`src/rtl/fsm_state_tracker.sv`:
```
// ----------------------------------------------------------------------------
// fsm_state_tracker
//   Watches the 4-bit state output of an upstream FSM. It samples the state on
//   every clock and notices each change of state. For every change it queues
//   one event {prev_state, next_state, dwell} in a small FIFO. A logger or
//   checker drains the FIFO. The block also keeps a transition counter, a
//   saturating drop counter and a sticky overflow flag.
//
// Ports
//   clk         in   clock; all state updates on the rising edge
//   reset       in   asynchronous, active-low reset
//   state_in    in   [3:0] observed FSM state
//   clr_ovf     in   synchronous clear of overflow and drop_cnt
//   evt_ready   in   consumer accepts the head event
//   evt_valid   out  FIFO holds at least one event
//   evt_prev    out  [3:0] head event: state that was left
//   evt_next    out  [3:0] head event: state that was entered
//   evt_dwell   out  [DWELL_W-1:0] head event: cycles spent in evt_prev
//   fifo_count  out  [$clog2(DEPTH):0] occupied entries, 0..DEPTH
//   trans_cnt   out  [CNT_W-1:0] transitions since reset, dropped ones included
//   drop_cnt    out  [7:0] events lost on a full FIFO, saturates at 255
//   overflow    out  sticky flag, set when at least one event is dropped
//
// Handshake: the head event moves on a rising edge where evt_valid and
//   evt_ready are both high. While evt_valid is high and evt_ready is low, the
//   head fields hold steady. evt_ready has no effect when the FIFO is empty.
// ----------------------------------------------------------------------------
module fsm_state_tracker #(
    parameter int DEPTH   = 4,
    parameter int DWELL_W = 8,
    parameter int CNT_W   = 16
) (
    input  logic                     clk,
    input  logic                     reset,
    input  logic [3:0]               state_in,
    input  logic                     clr_ovf,
    input  logic                     evt_ready,
    output logic                     evt_valid,
    output logic [3:0]               evt_prev,
    output logic [3:0]               evt_next,
    output logic [DWELL_W-1:0]       evt_dwell,
    output logic [$clog2(DEPTH):0]   fifo_count,
    output logic [CNT_W-1:0]         trans_cnt,
    output logic [7:0]               drop_cnt,
    output logic                     overflow
);

    localparam int                  AW        = $clog2(DEPTH);
    localparam logic [AW:0]         FULL_CNT  = (AW+1)'(DEPTH);
    localparam logic [DWELL_W-1:0]  DWELL_MAX = '1;

    // Tracker state
    logic                armed;
    logic [3:0]          prev_q;
    logic [DWELL_W-1:0]  dwell_q;
    logic [AW-1:0]       wr_ptr;
    logic [AW-1:0]       rd_ptr;

    // Event storage. The head outputs are gated by evt_valid, so this array
    // needs no reset.
    logic [3:0]          prev_mem  [DEPTH];
    logic [3:0]          next_mem  [DEPTH];
    logic [DWELL_W-1:0]  dwell_mem [DEPTH];

    logic transition;
    logic fifo_full;
    logic pop;
    logic push_ok;
    logic drop;

    assign transition = armed && (state_in != prev_q);
    assign fifo_full  = (fifo_count == FULL_CNT);
    assign evt_valid  = (fifo_count != '0);
    assign pop        = evt_valid && evt_ready;
    // A full FIFO can still take a push when the head leaves on the same edge.
    assign push_ok    = transition && (!fifo_full || pop);
    assign drop       = transition && fifo_full && !pop;

    assign evt_prev  = evt_valid ? prev_mem[rd_ptr]  : '0;
    assign evt_next  = evt_valid ? next_mem[rd_ptr]  : '0;
    assign evt_dwell = evt_valid ? dwell_mem[rd_ptr] : '0;

    always_ff @(posedge clk) begin
        if (push_ok) begin
            prev_mem[wr_ptr]  <= prev_q;
            next_mem[wr_ptr]  <= state_in;
            dwell_mem[wr_ptr] <= dwell_q;
        end
    end

    always_ff @(posedge clk or negedge reset) begin
        if (!reset) begin
            armed      <= 1'b0;
            prev_q     <= '0;
            dwell_q    <= '0;
            wr_ptr     <= '0;
            rd_ptr     <= '0;
            fifo_count <= '0;
            trans_cnt  <= '0;
            drop_cnt   <= '0;
            overflow   <= 1'b0;
        end else begin
            // The first edge after reset only captures the current state. No
            // event comes from it, so no event spans a reset.
            if (!armed) begin
                armed   <= 1'b1;
                prev_q  <= state_in;
                dwell_q <= DWELL_W'(1);
            end else if (transition) begin
                prev_q    <= state_in;
                dwell_q   <= DWELL_W'(1);
                trans_cnt <= trans_cnt + 1'b1;
            end else if (dwell_q != DWELL_MAX) begin
                dwell_q <= dwell_q + 1'b1;
            end

            if (push_ok) wr_ptr <= wr_ptr + 1'b1;
            if (pop)     rd_ptr <= rd_ptr + 1'b1;

            case ({push_ok, pop})
                2'b10:   fifo_count <= fifo_count + 1'b1;
                2'b01:   fifo_count <= fifo_count - 1'b1;
                default: fifo_count <= fifo_count;
            endcase

            // A drop on the same edge as clr_ovf wins. The clear is applied
            // first and then the new drop is counted.
            if (drop) begin
                overflow <= 1'b1;
                if (clr_ovf)                drop_cnt <= 8'd1;
                else if (drop_cnt != 8'hFF) drop_cnt <= drop_cnt + 1'b1;
            end else if (clr_ovf) begin
                overflow <= 1'b0;
                drop_cnt <= '0;
            end
        end
    end

endmodule
```
`config.mk`:
```
export PLATFORM = sky130hd
export DESIGN_NAME = fsm_state_tracker
export DESIGN_NICKNAME = d
export VERILOG_FILES = /design/src/rtl/fsm_state_tracker.sv
export SDC_FILE = /design/constraint.sdc
export NUM_CORES = 1
export LEC_CHECK = 0
export ABC_CLOCK_PERIOD_IN_PS = 2150
export BUFFER_PORTS_ARGS = -buffer_cell sky130_fd_sc_hd__buf_2
export CAP_MARGIN = 15
export CORE_MARGIN = 3
export CORE_UTILIZATION = 52
export DETAILED_ROUTE_END_ITERATION = 12
export PLACE_DENSITY = 0.75
export SETUP_SLACK_MARGIN = 0.3
export SKIP_LAST_GASP = 1
export SLEW_MARGIN = 20
export SYNTH_ARGS = -nofsm -noshare
export SYNTH_HDL_FRONTEND = slang
export SYNTH_SLANG_ARGS = --single-unit
```
`constraint.sdc`:
```
create_clock -name clk -period 2.15 [get_ports clk]
set_input_delay 0.215 -clock clk [delete_from_list [all_inputs] [get_ports clk]]
set_output_delay 0.215 -clock clk [all_outputs]
set_load 0.02 [all_outputs]
```
==> impl_metrics.json <==
{
  "drtIter0Drc": 164,
  "critPathKind": "register to register",
  "layout.nets": 427,
  "drive_gt1_frac": 0.457,
  "cts-root-buf": "clkbuf_8",
  "synth_cells": 316,
  "cts_sinks": 109,
  "synthDistinctLibCells": 40,
  "grt_pass1_wl_um": 15900,
  "viasPerCell": 5.87,
  "slew_violations": 0,
  "multi_input_area_mm2": 0.00183,
  "synth_async_sr_flop_share": 0.413,
  "ant_nets": 0,
  "dpl.hpwl_um": 5560,
  "hold_viol_final": 0,
  "antenna_cells": 0,
  "yosysWarnings": 0,
  "grt_pass1_vias": 2964,
  "antenna_found_initial": 0,
  "synth-main-ff-cell": "edfxtp_1",
  "cp-start-kind": "register",
  "synth_area_mm2": 0.00464,
  "core_mm2": 0.00842,
  "syn_nets": 332,
  "setup_viol": 0,
  "maxCapViolCount": 0,
  "start_util": 0.550,
  "drt-total-wl_um": 10400,
  "io_buffers": 52,
  "fmax_mhz": 476,
  "fin_worst_skew_ns": 0.0125,
  "cts_buffer_depth": 2,
  "cts_tree": "done",
  "fin_hold_ws_ns": 0.0225,
  "peakVddDrop_mv": 0.590,
  "critPathCaptureType": "register",
  "num_io_pins": 53,
  "period_minus_slack_ns": 2.10,
  "rows": 33,
  "ys_ff_latch": 109,
  "leakage_nw": 2.42,
  "die_h_um": 100,
  "die_area_mm2": 0.0101,
  "cp.required_ns": 2.45,
  "period_share": 0.976,
  "seq_area_mm2": 0.00306,
  "area_growth_pct": 31.0,
  "routabilityCongestion": 0.821,
  "rsz0062_at_grt": "yes",
  "route.detailed.drc": 0,
  "holdCritPathClass": "input pin to register",
  "arrival_ns": 2.40,
  "dr.pass1.iters": 5,
  "ys_seq_area_frac": 0.657,
  "avgSynthCellArea_um2": 14.7,
  "p_total_mw": 7.73,
  "fp.dieW_um": 100,
  "vias": 3056,
  "grt_overflow_total": 0,
  "synth-edff-count": 64,
  "wire_per_inst_um": 19.9,
  "path_max_fanout": 5,
  "htreeDepth": 3,
  "status": "completed",
  "cts_buffers": 9,
  "p_per_area_mw_per_mm2": 1270,
  "grt_usage": 0.211,
  "fill_cells": 527,
  "clk_pin_slew_worst_paths_ns": 0.10,
  "grt_start_max_net_pins": 20,
  "insertion_delay_ns": 0.38
}
-- path summary, 6_finish.rpt --
path | startpoint | end | slack [ns] | cells after the start
max | prev_q[2]$_DFFE_PN0P_ | fifo_count[2]$_DFFE_PN0P_ | 0.05 | 7
min | state_in[0] | prev_q[0]$_DFFE_PN0P_ | 0.02 | 1
max reg2reg | prev_q[2]$_DFFE_PN0P_ | fifo_count[2]$_DFFE_PN0P_ | 0.05 | 7
min reg2reg | trans_cnt[15]$_DFFE_PN0P_ | trans_cnt[15]$_DFFE_PN0P_ | 0.49 | 1
max in group asynchronous | reset | prev_q[2]$_DFFE_PN0P_ | 1.35 | 3
min in group asynchronous | reset | trans_cnt[12]$_DFFE_PN0P_ | 0.22 | 2
-- Yosys cell counts, types with 2 or more instances --
cell type,count,share of area
nand3_1,21,0.023
and3_1,3,0.0040
nor3_1,6,0.0065
nand2_1,17,0.014
or3_1,2,0.0027
mux2i_1,2,0.0043
xnor2_1,26,0.049
xor2_1,5,0.0094
ha_1,7,0.019
edfxtp_1,64,0.41
nand3b_1,2,0.0032
nor2_1,18,0.015
o211ai_1,3,0.0049
nand4_1,7,0.0094
a31oi_1,3,0.0040
buf_2,4,0.0043
and4_1,2,0.0038
a21oi_1,2,0.0022
and2_1,21,0.028
clkbuf_1,8,0.0065
o21ai_0,8,0.0086
mux4_2,16,0.078
nor4_1,3,0.0040
inv_1,6,0.0049
dfrtp_1,45,0.24
-- layout make-up --
| cell class | count | area share |
|---|---|---|
| inverter | 6 | 0.00371 |
| clock inverter | 7 | 0.0212 |
| multi-input combinational | 192 | 0.301 |
| timing repair buffer | 93 | 0.129 |
| clock buffer | 9 | 0.0204 |
| tap | 105 | 0.0216 |
| sequential | 109 | 0.503 |
-- report_power, final --
group	internal, mW	total, mW	switching [mW]
Combinational	1.76	3.41	1.66
Sequential	2.60	2.81	0.208
Clock	0.793	1.50	0.711
Total	5.15	7.73	2.57
-- layer usage --
| metal | share of wire | track usage | up-vias | wire length (um) |
|---|---|---|---|---|
| met5 | 0 | 0 | - | 0 |
| met4 | 0.029 | 0.0808 | 0 | 303 |
| met3 | 0.056 | 0.0556 | 31 | 586 |
| met2 | 0.52 | 0.346 | 111 | 5430 |
| met1 | 0.39 | 0.272 | 1555 | 4060 |
| li1 | - | - | 1359 | - |
-- registers in the layout, summed over array words and instances, names as in the netlist --
name / cells
fifo_count: 3
wr_ptr: 2
dwell_mem: 32
rd_ptr: 2
trans_cnt: 16
next_mem: 16
dwell_q: 8
prev_mem: 16
armed: 1
prev_q: 4
drop_cnt: 8
overflow: 1
-- cell families after synthesis --
family / after synthesis / share of synthesized area
DFF: 109 / 0.657
and+or+nand+nor: 105 / 0.121
xor gates and xnor gates: 31 / 0.0586
AOI/OAI and AO/OA: 24 / 0.0386
buffers and inverters: 20 / 0.0181
muxes: 18 / 0.0821
adders and majority gates: 8 / 0.0232
other: 1 / 0.000809
-- stage by stage --
stage               instance area, um2  cells  setup WS [ns]  setup TNS, ns   util
CTS                               5820    513          0.109              0  0.691
global placement                  5140    471          0.159              0  0.610
floorplan                         4720    316         0.0375              0      -
detailed placement                5140    471         0.0683              0  0.610
finish                            6070    521         0.0507              0  0.721
global route                      6070    521        -0.0265        -0.0265  0.721
-- critical path, stage by stage, from the launching register on --
cell,delay (ns)
dfrtp_2,0.48
xor2_4,0.24
o41a_1,0.25
nor2_4,0.04
fa_2,0.35
nand3b_1,0.22
o31a_1,0.34
o211ai_1,0.09
-- repair_timing --
item,4_1_cts,5_1_grt
cloned,9,0
hold buffers,1,0
gates resized for setup,70,43
pin swaps,24,34
endpoints found under the hold margin,29,0
setup buffers,16,8
endpoints found under the setup margin,94,113
-- placed cells by master (no fill, tap or decap), types with 5 or more instances in the layout --
cell type and instances:
edfxtp_1 64, dfrtp_1 39, buf_2 36, buf_6 28, and2_4 24, xnor2_1 23
buf_4 23, mux4_2 16, nand3_1 16, nor2_1 14, nand2_1 13, clkbuf_8 9
nand4_1 7, ha_1 7, inv_1 6, dfrtp_2 6, nor2_4 5, nand3_2 5
Note: power is estimated with default switching activity, not from simulation.
